===== config.mk =====
export PLATFORM = sky130hd
export DESIGN_NAME = xb_msg_engine
export DESIGN_NICKNAME = d
export VERILOG_FILES = /design/src/rtl/xb_msg_engine.sv
export SDC_FILE = /design/constraint.sdc
export NUM_CORES = 1
export LEC_CHECK = 0
export ABC_AREA = 1
export BUFFER_PORTS_ARGS = -buffer_cell sky130_fd_sc_hd__buf_2
export CAP_MARGIN = 20
export CORE_MARGIN = 2
export CORE_UTILIZATION = 35
export DETAILED_ROUTE_END_ITERATION = 7
export PLACE_DENSITY = 0.58
export SLEW_MARGIN = 10
export SYNTH_ARGS = -nofsm -noshare
export SYNTH_HDL_FRONTEND = slang
export SYNTH_SLANG_ARGS = --single-unit

===== constraint.sdc =====
create_clock -name bus_clk -period 3.3 [get_ports bus_clk]
set_input_delay 0 -clock bus_clk [delete_from_list [all_inputs] [get_ports bus_clk]]
set_output_delay 0 -clock bus_clk [all_outputs]
set_load 0.03 [all_outputs]

===== src/rtl/xb_msg_engine.sv =====
// xb_msg_engine: framed command engine between the Xillybus host-to-FPGA FIFO
// and the FPGA-to-host FIFO. It reads a header plus N payload words, executes
// ECHO / INVERT / GEN / STATUS, and streams a framed response back.
module xb_msg_engine #(
    parameter int DATA_W = 32,
    parameter int LEN_W  = 8,
    parameter int CNT_W  = 16
) (
    input  logic              bus_clk,
    input  logic              reset,
    input  logic [DATA_W-1:0] in_data,
    input  logic              in_empty,
    output logic              in_rden,
    output logic [DATA_W-1:0] out_data,
    output logic              out_wren,
    input  logic              out_full,
    output logic [CNT_W-1:0]  msg_count,
    output logic              err,
    output logic              busy
);

    localparam logic [7:0] OP_ECHO   = 8'h01;
    localparam logic [7:0] OP_INVERT = 8'h02;
    localparam logic [7:0] OP_GEN    = 8'h03;
    localparam logic [7:0] OP_STATUS = 8'h04;

    typedef enum logic [2:0] {
        S_IDLE,
        S_HDR,
        S_PRD,
        S_PCAP,
        S_GEN,
        S_STAT,
        S_DROP,
        S_DONE
    } state_t;

    state_t            state_q, state_d;
    logic [7:0]        op_q, op_d;
    logic [LEN_W-1:0]  rem_q, rem_d;
    logic [LEN_W-1:0]  idx_q, idx_d;
    logic [CNT_W-1:0]  cnt_q, cnt_d;
    logic              err_q, err_d;
    logic              rden_c;

    logic [7:0]        hdr_op;
    logic [LEN_W-1:0]  hdr_len;

    assign hdr_op  = in_data[DATA_W-1 -: 8];
    assign hdr_len = in_data[LEN_W-1:0];

    // Next-state, read/write strobes and response data for the current state.
    always_comb begin
        // NOTE: every signal written here gets a default first, so no path can infer a latch.
        state_d  = state_q;
        op_d     = op_q;
        rem_d    = rem_q;
        idx_d    = idx_q;
        cnt_d    = cnt_q;
        err_d    = err_q;
        rden_c   = 1'b0;
        out_wren = 1'b0;
        out_data = '0;

        case (state_q)
            S_IDLE: begin
                // Checking full here covers the header write in HDR.
                if (!in_empty && !out_full) begin
                    rden_c  = 1'b1;
                    state_d = S_HDR;
                end
            end

            S_HDR: begin
                op_d  = hdr_op;
                rem_d = hdr_len;
                idx_d = '0;
                case (hdr_op)
                    OP_ECHO, OP_INVERT: begin
                        out_wren = 1'b1;
                        out_data = in_data;
                        state_d  = S_PRD;
                    end
                    OP_GEN: begin
                        out_wren = 1'b1;
                        out_data = in_data;
                        state_d  = S_GEN;
                    end
                    OP_STATUS: begin
                        out_wren = 1'b1;
                        out_data = in_data;
                        state_d  = S_STAT;
                    end
                    default: begin
                        err_d   = 1'b1;
                        state_d = (hdr_len == '0) ? S_IDLE : S_DROP;
                    end
                endcase
            end

            S_PRD: begin
                if (rem_q == '0) begin
                    state_d = S_DONE;
                end else if (!in_empty && !out_full) begin
                    rden_c  = 1'b1;
                    state_d = S_PCAP;
                end
            end

            S_PCAP: begin
                out_wren = 1'b1;
                out_data = (op_q == OP_INVERT) ? ~in_data : in_data;
                rem_d    = rem_q - LEN_W'(1);
                state_d  = S_PRD;
            end

            S_GEN: begin
                // rem_q still holds N for the whole GEN sequence.
                if (idx_q == rem_q) begin
                    state_d = S_DONE;
                end else if (!out_full) begin
                    out_wren = 1'b1;
                    out_data = DATA_W'(idx_q);
                    idx_d    = idx_q + LEN_W'(1);
                end
            end

            S_STAT: begin
                if (!out_full) begin
                    out_wren = 1'b1;
                    out_data = DATA_W'(cnt_q);
                    state_d  = S_DONE;
                end
            end

            S_DROP: begin
                if (rem_q == '0) begin
                    state_d = S_IDLE;
                end else if (!in_empty) begin
                    rden_c = 1'b1;
                    rem_d  = rem_q - LEN_W'(1);
                end
            end

            S_DONE: begin
                cnt_d   = cnt_q + CNT_W'(1);
                state_d = S_IDLE;
            end

            default: state_d = S_IDLE;
        endcase
    end

    // State and datapath registers; an asynchronous reset abandons any message in flight.
    always_ff @(posedge bus_clk or posedge reset) begin
        // NOTE: non-blocking assignments keep every register updating from pre-edge values.
        if (reset) begin
            state_q <= S_IDLE;
            op_q    <= '0;
            rem_q   <= '0;
            idx_q   <= '0;
            cnt_q   <= '0;
            err_q   <= 1'b0;
        end else begin
            state_q <= state_d;
            op_q    <= op_d;
            rem_q   <= rem_d;
            idx_q   <= idx_d;
            cnt_q   <= cnt_d;
            err_q   <= err_d;
        end
    end

    // IDLE decodes a read from live FIFO flags, so hold it off while reset is asserted.
    assign in_rden   = rden_c & ~reset;
    assign msg_count = cnt_q;
    assign err       = err_q;
    assign busy      = (state_q != S_IDLE);

endmodule


==> results of run 1 <==
registers in the layout, indices dropped and copies added (netlist names):
register	count
err	1
idx_q	8
msg_count	16
op_q	8
rem_q	8
state_q	3
per-layer routing:
metal  GRT usage  part of all wire  up-vias
met5           0                 0        -
met4     0.06000             0.018        0
met3     0.03182             0.047       17
met2      0.3186              0.47      102
met1      0.2574              0.46     1797
li1            -                 -     2001
cells by family (layout without fill, tap and decap cells):
group,count (synthesis),after routing,synth area share
compound gates,43,43,0.06592
xor+xnor,20,20,0.04909
fa+ha+maj,4,4,0.01403
buf+inv,103,191,0.1168
flops,44,44,0.3086
simple gates,373,373,0.4456
final timing paths:
| check | from | depth (start not counted) | endpoint |
|---|---|---|---|
| min in group asynchronous | reset | 3 | idx_q[3] |
| max in group asynchronous | reset | 4 | msg_count[2] |
| worst min-delay path | in_data[6] | 3 | rem_q[6] |
| worst max-delay path | op_q[4] | 8 | out_data[26] |
| worst max register to register | rem_q[0] | 8 | rem_q[1] |
| worst min register to register | err | 1 | err |
per-stage QoR:
stage / area, sq um / hold slack, ns / utilization / worst slack, ns / instances
floorplan: 3568 / 0.1210 / - / 1.630 / 587
CTS: 4268 / 0.01120 / 0.4346 / 0.9155 / 808
global route: 4268 / 0.02656 / 0.4346 / 0.6862 / 808
finish: 4268 / 0.01359 / 0.4346 / 0.9549 / 808
detailed placement: 4110 / 0.08160 / 0.4186 / 1.268 / 795
global placement: 4110 / 0.06939 / 0.4186 / 1.344 / 795
power by group through the flow:
stage,clock network (mW),registers [mW],logic [mW]
2_1_floorplan,0,0.823,1.04
3_3_place_gp,0,0.843,1.36
3_5_place_dp,0,0.852,1.37
4_1_cts,0.443,0.841,1.38
5_1_grt,0.464,0.864,1.55
6_report,0.430,0.840,1.38
layout by cell type, fill, tap and decap left out, types with 2 or more instances in the layout:
cell type	instances
clkbuf_8	5
a21oi_1	5
nor2_1	93
dfrtp_1	44
nand3_1	48
nand4_1	20
dlygate4sd3_1	5
buf_4	4
nor2_4	2
o211ai_1	5
nand3b_1	2
buf_2	87
nor3_1	11
nand2_2	2
nand3_2	2
o21ai_0	29
ha_1	4
nor2_2	4
inv_1	79
xnor2_1	7
inv_2	7
nand2_1	185
nor3b_1	2
xor2_1	13
cell type report:
cell class                 count  area share
clock buffer                   6     0.01700
timing repair buffer          96      0.1208
tap                          133     0.03899
multi-input combinational    440      0.4805
sequential                    44      0.2580
inverter                      87     0.07652
clock inverter                 2    0.008209
worst register-to-register path: cells and delay by family (launching register included):
family,cells,cell delay [ns]
and+or+nand+nor,4,0.84
DFF,1,0.41
AOI/OAI and AO/OA,2,0.28
adders and majority gates,1,0.17
buffers and inverters,1,0.14
==> reports/metrics.sh, run 1 <==
CLOCK_PATH_BUFFERS=2
POST_SYNTH_NUM_CELL_TYPES=30
INITIAL_UTILIZATION=0.3634
CLK_PIN_SLEW_NS=0.09
FIN_SETUP_TNS_NS=0
SYNTH_EDF_COUNT=0
VDD.IR_DROP.WORST_mV=0.3172
WORST-PATH-MAX-FANOUT=23
TIMING.CLOCK.SKEW_NS=0.009297
FIN_CRIT_NS=2.345
POSTROUTEANTENNANETS=0
CTS_REPAIR_RESIZE_COUNT=0
REPORT.POWER.TOTAL_mW=2.654
CRIT_TYPE='flip-flop to primary output'
CTS.SINKS=44
RRSETUPSLACK_NS=1.32
VIAS=3917
POSTCTSHOLDBUFS=5
MAPPEDNETLISTAREA_SQ_UM=3568
GRT_UTIL_ALL_LAYERS=0.1928
FINAL-SEQ-AREA_SQ_UM=1101
FINAL-MAX-SLEW-VIOLATION-COUNT=0
DIEAREA_SQ_UM=11020
CRITPATHMAXSTAGEDELAY_NS=0.57
GLOBAL_ROUTE.OVERFLOW_TOTAL=0
INTERNAL-POWER_mW=1.331
CRITICAL_PATH.TOP_DELAY_FAMILY='simple AND/OR/NAND/NOR gates'
CRITICAL-PATH-SLOWEST-CELL='nor2_4'
POST_DRT_WL_PER_CELL_MICRONS=13.20
SEQPWRFRAC=0.316
SYNTH_TOP_CELLS_BY_AREA='dfrtp_1, nand2_1, nor2_1, inv_1, nand3_1'
SYNTH.TOP_CELLS.BY_COUNT='nand2_1, nor2_1, inv_1, nand3_1, dfrtp_1'
CTS_SETUP_BUFFERS=0
CLOCK_ROOT_BUFFER_MASTER='clkbuf_8'
SEQ_AREA_FRAC_SYNTH=0.3086
PLACEABLECOREAREA_SQ_UM=9819
SYNTH.TOP_CELL.AREA_SHARE=0.3086
SYNTH_WARNINGS=0
WORST_SETUP_PATH_START_KIND='flip-flop'
ROUTED_WIRELENGTH_MICRONS=10660
SYN_TO_FINAL_GROWTH_PCT=19.60
CTS_TREE='done'
CLOCKPOWERSHARE=0.162
PWR_DENSITY_CELL_nW_PER_UM2=621.8
GRT_MAX_DEGREE=28
PIN_COUNT=88
SETUP-VIOLATIONS-FINAL=0
NUMBER_OF_H_TREE_LEVELS=2
SLEW_HEADROOM=0.4866
TOTAL_LEAKAGE_POWER_nW=2.400
ANTENNA-DIODE-COUNT=0
MULTI_INPUT_AREA_SQ_UM=2051
NUMCTSBUFFERS=5
YOSYS.AREA.TOP_TYPE='dfrtp_1'
NUMPORTBUFFERS=87
FINALHOLDVIOLATIONS=0
LAYOUT-DRIVE-GT1-SHARE=0.1733
ASYNC_FLOP_SHARE=1.000
TIMING.HOLD.WORST.CLASS='primary input to flip-flop'
GATE_POWER_SHARE=0.522
CRITICAL_PATH_ARRIVAL_NS=2.35
DRT_FIRST_ITER_VIOLATIONS=290
CP.BUFFERS_INVERTERS=2
GP_CONGESTION=0.8623
GRT_ANTENNA_BEFORE_REPAIR=0
PART_OF_THE_CYCLE_THE_WORST_PATH_NEEDS=0.7106
DIE-WIDTH_MICRONS=105.0
SWITCHING_SHARE=0.4986
DRT-PASS1-ITER-COUNT=5
WORSTPATHREQUIRED_NS=3.30
HPWL_MICRONS=8142
TRANSITION_TIME_AT_THE_PIN_WITH_THE_LEAST_SLEW_MARGIN_NS=0.7654
NUM-FILL-CELLS=1116
UNREPAIRED_SETUP_ENDPOINTS_AFTER_GLOBAL_ROUTING='false'
MAX_FREQ_MHz=426.4
STATUS='complete, no violations'
LATER_PIN_CLOCK_LATENCY_IN_THE_SKEW_REPORT_NS=0.31
GRT_FIRST_PASS_WIRELENGTH_MICRONS=17220
SYNTHMOSTINSTANTIATEDCELL='nand2_1'
ROW_COUNT=36
MAX_CAP_VIOL_COUNT=0
YOSYS_MOST_USED_DFF='dfrtp_1'
YS_FF_LATCH=44
SWITCHINGPOWER_mW=1.323
VIASPERCELL=4.848
POST_SYNTH_INST_COUNT=587
PATH_CELLS='inv_1 > nand2_1 > nor3_1 > nand2_1 > nor2_4 > o21ai_0 > nor2_1 > buf_2'
NUMBER_OF_DRC_VIOLATIONS_AFTER_DETAILED_ROUTING=0
ENDPOINT_KIND='primary output'
POSTSYNTHNETCOUNT=627
FLOORPLAN.DIE.HEIGHT_MICRONS=105.0
CPMOSTUSEDCELL='nand2_1'
SYN_AREA_PER_CELL_SQ_UM=6.079
LAYOUT.NETS=714
NUMBER_OF_GLOBAL_ROUTE_VIAS_BEFORE_REPAIR=3595
Power figures use the tool's default switching activity.
==> run 2, diff against run 1 <==
- clock period: 3.3 -> 2.3 ns (I/O delays scaled with it)
==> reports/metrics.sh, run 2 (synthesis gave the netlist of run 1 again) <==
STATUS='complete, no violations'  # unchanged
PATH_CELLS='nand2_2 > nor2_4 > inv_2 > buf_4 > nor2_4 > o21ai_0 > nor2_1 > buf_2'  # was inv_1 > nand2_1 > nor3_1 > nand2_1 > nor2_4 > o21ai_0 > nor2_1 > buf_2
FIN_AREA_SQ_UM=4389  # was 4268 sq um
DIEAREA_SQ_UM=11020  # unchanged
ROW_COUNT=36  # unchanged
CTS.SINKS=44  # unchanged
FLOORPLAN.DIE.HEIGHT_MICRONS=105.0  # unchanged
ROUTED_WIRELENGTH_MICRONS=10940  # was 10660 microns
CRITICAL-PATH-SLOWEST-CELL='dfrtp_1'  # was nor2_4
GLOBAL_ROUTE.OVERFLOW_TOTAL=0  # unchanged
VIASPERCELL=4.872  # was 4.848
NUMBER_OF_GLOBAL_ROUTE_VIAS_BEFORE_REPAIR=3795  # was 3595
SWITCHING_SHARE=0.4861  # was 0.4986
CRITPATHMAXSTAGEDELAY_NS=0.49  # was 0.57 ns
NUMBER_OF_DRC_VIOLATIONS_AFTER_DETAILED_ROUTING=0  # unchanged
LAYOUT.NETS=721  # was 714
INITIAL_UTILIZATION=0.3634  # unchanged
GP_CONGESTION=0.8734  # was 0.8623
LARGEST_REGISTER_FFS=16  # unchanged
GRT_MAX_DEGREE=24  # was 28
VDD.IR_DROP.WORST_mV=0.3932  # was 0.3172 mV
CLOCKPOWERSHARE=0.180  # was 0.162
CRITICAL_PATH_ARRIVAL_NS=2.12  # was 2.35 ns
CTS_TREE='done'  # unchanged
NUMCTSBUFFERS=5  # unchanged
PLACE_INST=800  # was 795
DIE-WIDTH_MICRONS=105.0  # unchanged
GRT_UTIL_ALL_LAYERS=0.1970  # was 0.1928
CPMOSTUSEDCELL='nor2_4'  # was nand2_1
TIMING.CLOCK.SKEW_NS=0.005420  # was 0.009297 ns
ANTENNA-DIODE-COUNT=0  # unchanged
UTILIZATION=0.4470  # was 0.4346
CRITICAL_PATH.TOP_DELAY_FAMILY='simple AND/OR/NAND/NOR gates'  # unchanged
TIMING.HOLD.WORST.CLASS='primary input to flip-flop'  # unchanged
FIN_CELLS=814  # was 808
MAX_CAP_VIOL_COUNT=0  # unchanged
SLEW_HEADROOM=0.6871  # was 0.4866
DRT-PASS1-ITER-COUNT=4  # was 5
SEQPWRFRAC=0.304  # was 0.316
POST_DRT_WL_PER_CELL_MICRONS=13.44  # was 13.20 microns
REPORT.POWER.TOTAL_mW=3.964  # was 2.654 mW
PIN_COUNT=88  # unchanged
WHS_NS=0.004644  # was 0.01359 ns
SETUP-VIOLATIONS-FINAL=0  # unchanged
UNREPAIRED_SETUP_ENDPOINTS_AFTER_GLOBAL_ROUTING='false'  # unchanged
HPWL_MICRONS=8201  # was 8142 microns
TRANSITION_TIME_AT_THE_PIN_WITH_THE_LEAST_SLEW_MARGIN_NS=0.4665  # was 0.7654 ns
PWR_DENSITY_CELL_nW_PER_UM2=903.2  # was 621.8 nW/um^2
GRT_FIRST_PASS_WIRELENGTH_MICRONS=17860  # was 17220 microns
NUMBER_OF_H_TREE_LEVELS=2  # unchanged
FINAL-MAX-SLEW-VIOLATION-COUNT=0  # unchanged
VIAS=3966  # was 3917
DETAILEDPLACE.WORSTSLACK_NS=0.1927  # was 1.268 ns
MAX_FREQ_MHz=470.9
POSTPLACECELLAREA_SQ_UM=4148  # was 4110 sq um
GRT_ANTENNA_BEFORE_REPAIR=0  # unchanged
CLOCK_ROOT_BUFFER_MASTER='clkbuf_8'  # unchanged
CLK_PIN_SLEW_NS=0.09  # about the same
FINALHOLDVIOLATIONS=0  # unchanged
WORST_SETUP_PATH_START_KIND='flip-flop'  # unchanged
CRIT_TYPE='flip-flop to primary output'  # unchanged
CLOCK_PATH_BUFFERS=2  # unchanged
DRT_FIRST_ITER_VIOLATIONS=193  # was 290
PART_OF_THE_CYCLE_THE_WORST_PATH_NEEDS=0.9232
INTERNAL-POWER_mW=2.037  # was 1.331 mW
LAYOUT-DRIVE-GT1-SHARE=0.1894  # was 0.1733
FIN_CRIT_NS=2.123
NUM-FILL-CELLS=1099  # was 1116
WORST-PATH-MAX-FANOUT=11  # was 23
POSTROUTEANTENNANETS=0  # unchanged
GATE_POWER_SHARE=0.516  # was 0.522
PLACEABLECOREAREA_SQ_UM=9819  # unchanged
FIN_SETUP_TNS_NS=0  # unchanged
TOTAL_LEAKAGE_POWER_nW=2.444  # was 2.400 nW
CP.BUFFERS_INVERTERS=3  # was 2
FIN_WS_NS=0.1766  # was 0.9549 ns
SWITCHINGPOWER_mW=1.927  # was 1.323 mW
SYN_TO_FINAL_GROWTH_PCT=23.00  # was 19.60%
MOSTFREQUENTLAYOUTCELL='nand2_1'  # unchanged
WORSTPATHREQUIRED_NS=2.30  # was 3.30 ns
LAYOUT.CELLS.MOST_COMMON_LIST='nand2_1, nor2_1, buf_2'  # unchanged
NUMPORTBUFFERS=87  # unchanged
ENDPOINT_KIND='primary output'  # unchanged
LATER_PIN_CLOCK_LATENCY_IN_THE_SKEW_REPORT_NS=0.30  # was 0.31 ns
==> run 2: area by class of cell <==
| cell class | count | area [sq um] | area share |
|---|---|---|---|
| Tap cell | 133 | 166.4 | 0.03791 |
| Multi-Input combinational cell | 443 | 2107 | 0.4800 |
| Timing Repair Buffer | 100 | 553.0 | 0.1260 |
| Clock inverter | 2 | 60.06 | 0.01368 |
| Inverter | 87 | 331.6 | 0.07554 |
| Clock buffer | 5 | 68.82 | 0.01568 |
| Sequential cell | 44 | 1102 | 0.2511 |
==> run 2: worst min-delay path, delay by kind of cell <==
family | cells | cell delay [ns]
AOI/OAI and AO/OA | 1 | 0.10
buffers and inverters | 1 | 0.12
and+or+nand+nor | 1 | 0.06
==> run 2: power groups by stage <==
stage	Clock [mW]	Combinational, mW	Sequential [mW]
3_5_place_dp	0	1.99	1.22
3_3_place_gp	0	1.96	1.21
5_1_grt	0.768	2.31	1.24
2_1_floorplan	0	1.50	1.18
4_1_cts	0.728	2.01	1.20
6_report	0.715	2.05	1.20
==> run 2: path summary, 6_finish.rpt <==
check	endpoint	slack, ns	cells after the start	from
max	out_data[26]	0.18	8	state_q[1]
min reg2reg	err	0.49	1	err
max in group asynchronous	rem_q[4]	1.51	4	reset
min	rem_q[6]	0.005	3	in_data[6]
min in group asynchronous	op_q[2]	0.20	3	reset
max reg2reg	rem_q[1]	0.27	8	rem_q[0]
==> run 2: repair_timing <==
action | in CTS | in global routing
gates cloned | 0 | 3
hold buffers | 3 | 0
resized for setup | 1 | 9
hold endpoints to repair | 13 | 0
setup endpoints to repair | 23 | 28
pin swaps | 1 | 1
setup buffers | 0 | 1
==> run 2: per-layer routing <==
| metal | vias up | wire length, microns | global-route usage |
|---|---|---|---|
| met1 | 1831 | 5182 | 0.2646 |
| met3 | 14 | 473 | 0.03182 |
| li1 | 2026 | - | - |
| met2 | 95 | 5138 | 0.3349 |
| met4 | 0 | 145 | 0.03905 |
| met5 | - | 0 | 0 |
==> run 3, diff against run 2 <==
- CORE_UTILIZATION: 35 -> 54
- PLACE_DENSITY: 0.58 -> 0.83
==> reports/metrics.sh, run 3 (synthesis gave the netlist of run 1 again) <==
STATUS='complete, no violations'  # unchanged
CRIT_TYPE='flip-flop to primary output'  # unchanged
CRITICAL_PATH_ARRIVAL_NS=2.16  # was 2.12 ns
GRT_FIRST_PASS_WIRELENGTH_MICRONS=16460  # was 17860 microns
CLOCK_ROOT_BUFFER_MASTER='clkbuf_8'  # unchanged
SYN_TO_FINAL_GROWTH_PCT=18.62  # was 23.00%
MAX_CAP_VIOL_COUNT=0  # unchanged
WORST-PATH-MAX-FANOUT=11  # unchanged
FLOORPLAN.DIE.HEIGHT_MICRONS=85.29  # was 105.0 microns
PATH_CELLS='nand2_2 > nor2_4 > inv_2 > nor2_2 > o21ai_0 > nor2_1 > buf_2'  # was nand2_2 > nor2_4 > inv_2 > buf_4 > nor2_4 > o21ai_0 > nor2_1 > buf_2
CRITPATHMAXSTAGEDELAY_NS=0.49  # about the same
LAYOUT.CELLS.MOST_COMMON_LIST='nand2_1, nor2_1, buf_2'  # unchanged
VIASPERCELL=5.393  # was 4.872
GP_CONGESTION=0.9209  # was 0.8734
MAX_FREQ_MHz=463.6  # was 470.9 MHz
HPWL_MICRONS=7580  # was 8201 microns
PWR_DENSITY_CELL_nW_PER_UM2=884.6  # was 903.2 nW/um^2
PART_OF_THE_CYCLE_THE_WORST_PATH_NEEDS=0.9378  # was 0.9232
GRT_ANTENNA_BEFORE_REPAIR=0  # unchanged
ANTENNA-DIODE-COUNT=0  # unchanged
R2R_START='rem_q[0]'  # unchanged
DRT_FIRST_ITER_VIOLATIONS=340  # was 193
FINALHOLDVIOLATIONS=0  # unchanged
INITIAL_UTILIZATION=0.5588  # was 0.3634
PIN_COUNT=88  # unchanged
POSTROUTEANTENNANETS=0  # unchanged
LAYOUT-DRIVE-GT1-SHARE=0.1829  # was 0.1894
SLEW_HEADROOM=0.6857  # was 0.6871
FIN_SETUP_TNS_NS=0  # unchanged
TOTAL_LEAKAGE_POWER_nW=2.405  # was 2.444 nW
CRITICAL_PATH.TOP_DELAY_FAMILY='simple AND/OR/NAND/NOR gates'  # unchanged
UTILIZATION=0.6628  # was 0.4470
LAYOUT.NETS=717  # was 721
GRT_MAX_DEGREE=28  # was 24
NUMBER_OF_DRC_VIOLATIONS_AFTER_DETAILED_ROUTING=0  # unchanged
GLOBAL_ROUTE.OVERFLOW_TOTAL=0  # unchanged
UNREPAIRED_SETUP_ENDPOINTS_AFTER_GLOBAL_ROUTING='false'  # unchanged
TIMING.CLOCK.SKEW_NS=0.006234  # was 0.005420 ns
NUMCTSBUFFERS=5  # unchanged
POST_DRT_WL_PER_CELL_MICRONS=13.48  # was 13.44 microns
NUMPORTBUFFERS=87  # unchanged
TRANSITION_TIME_AT_THE_PIN_WITH_THE_LEAST_SLEW_MARGIN_NS=0.4710  # was 0.4665 ns
CRIT_START='state_q[1]'  # unchanged
WORST_SETUP_PATH_START_KIND='flip-flop'  # unchanged
CRITICAL-PATH-SLOWEST-CELL='dfrtp_1'  # unchanged
CTS_TREE='done'  # unchanged
WORSTPATHREQUIRED_NS=2.30  # about the same
VIAS=4072  # was 3966
DIE-WIDTH_MICRONS=85.29  # was 105.0 microns
LATER_PIN_CLOCK_LATENCY_IN_THE_SKEW_REPORT_NS=0.31  # was 0.30 ns
CLK_PIN_SLEW_NS=0.09  # about the same
SETUP-VIOLATIONS-FINAL=0  # unchanged
DRT-PASS1-ITER-COUNT=7  # was 4
NUM-FILL-CELLS=570  # was 1099
CP.BUFFERS_INVERTERS=2  # was 3
ROW_COUNT=29  # was 36
DETAILEDPLACE.WORSTSLACK_NS=0.1685  # was 0.1927 ns
NUMBER_OF_H_TREE_LEVELS=2  # unchanged
GRT_UTIL_ALL_LAYERS=0.2801  # was 0.1970
WORST_HOLD_STARTPOINT='in_data[6]'  # unchanged
NUMBER_OF_GLOBAL_ROUTE_VIAS_BEFORE_REPAIR=3634  # was 3795
LARGEST_REGISTER_FFS=16  # unchanged
FIN_WS_NS=0.1431  # was 0.1766 ns
CTS.SINKS=44  # unchanged
ROUTED_WIRELENGTH_MICRONS=10180  # was 10940 microns
PLACEABLECOREAREA_SQ_UM=6386  # was 9819 sq um
DIEAREA_SQ_UM=7274  # was 11020 sq um
CLOCK_PATH_BUFFERS=2  # unchanged
VDD.IR_DROP.WORST_mV=0.5197  # was 0.3932 mV
TIMING.HOLD.WORST.CLASS='primary input to flip-flop'  # unchanged
ENDPOINT_KIND='primary output'  # unchanged
FINAL-MAX-SLEW-VIOLATION-COUNT=0  # unchanged
MOSTFREQUENTLAYOUTCELL='nand2_1'  # unchanged
FIN_CRIT_NS=2.157  # was 2.123 ns
run 3: changes by cell type in the layout (fill, tap and decap cells not counted), sizes merged:
cell / change
buf: -5
bufinv: -2
dlygate4sd3: +2
clkbuf: +1
clkinv: +1
inv: +1
o21ai: -1
run 3: final timing paths:
path	cells after the start	endpoint	slack, ns
max in group asynchronous	4	idx_q[0]	1.69
setup / recovery	7	out_data[21]	0.14
min in group asynchronous	4	msg_count[6]	0.27
setup reg to reg	8	rem_q[2]	0.30
hold / removal	3	rem_q[6]	0.001
hold reg to reg	1	err	0.50
run 3: area by class of cell:
| class | count | area, sq um | share of cell area |
|---|---|---|---|
| repair buffers | 97 | 523.0 | 0.1236 |
| multi-input cells | 442 | 2091 | 0.4939 |
| inverters | 87 | 326.6 | 0.07715 |
| clock buffers | 6 | 82.58 | 0.01951 |
| well taps | 77 | 96.34 | 0.02276 |
| flip-flops and latches | 44 | 1104 | 0.2607 |
| clock inverters | 2 | 10.01 | 0.002365 |
run 3: report_power, final:
part | internal, mW | switching (mW) | total [mW]
clock network | 0.240 | 0.280 | 0.520
registers | 0.976 | 0.236 | 1.21
logic | 0.619 | 1.39 | 2.01
total | 1.83 | 1.91 | 3.74
run 3: metrics by stage:
step	power [mW]	instances	area [sq um]	hold WS [ns]
final	3.744	755	4233	0.001269
after global routing	4.038	755	4233	0.01644
after CTS	3.700	753	4198	0.003518
after detailed placement	3.175	740	4048	0.03904
after global placement	3.114	740	4048	0.03626
after floorplan	2.680	587	3568	0.1210
run 3: per-layer routing:
layer	vias to the layer above	part of all wire	global-route usage
li1	2018	-	-
met1	1872	0.41	0.3619
met2	163	0.50	0.4808
met3	19	0.066	0.04767
met4	0	0.018	0.08369
met5	-	0	0
run 3: what timing repair did:
action                                 in CTS  in global routing
hold buffers                                5                  0
endpoints found under the hold margin      48                  0
gates cloned                                0                  2
pin swaps                                   0                  2
resized for setup                           1                  5
buffers inserted                            0                  0
setup endpoints to repair                  23                 27
run 3: worst min-delay path, cell delays in order:
cell	delay (ns)
buf_2	0.12
o211ai_1	0.10
nand2_1	0.06
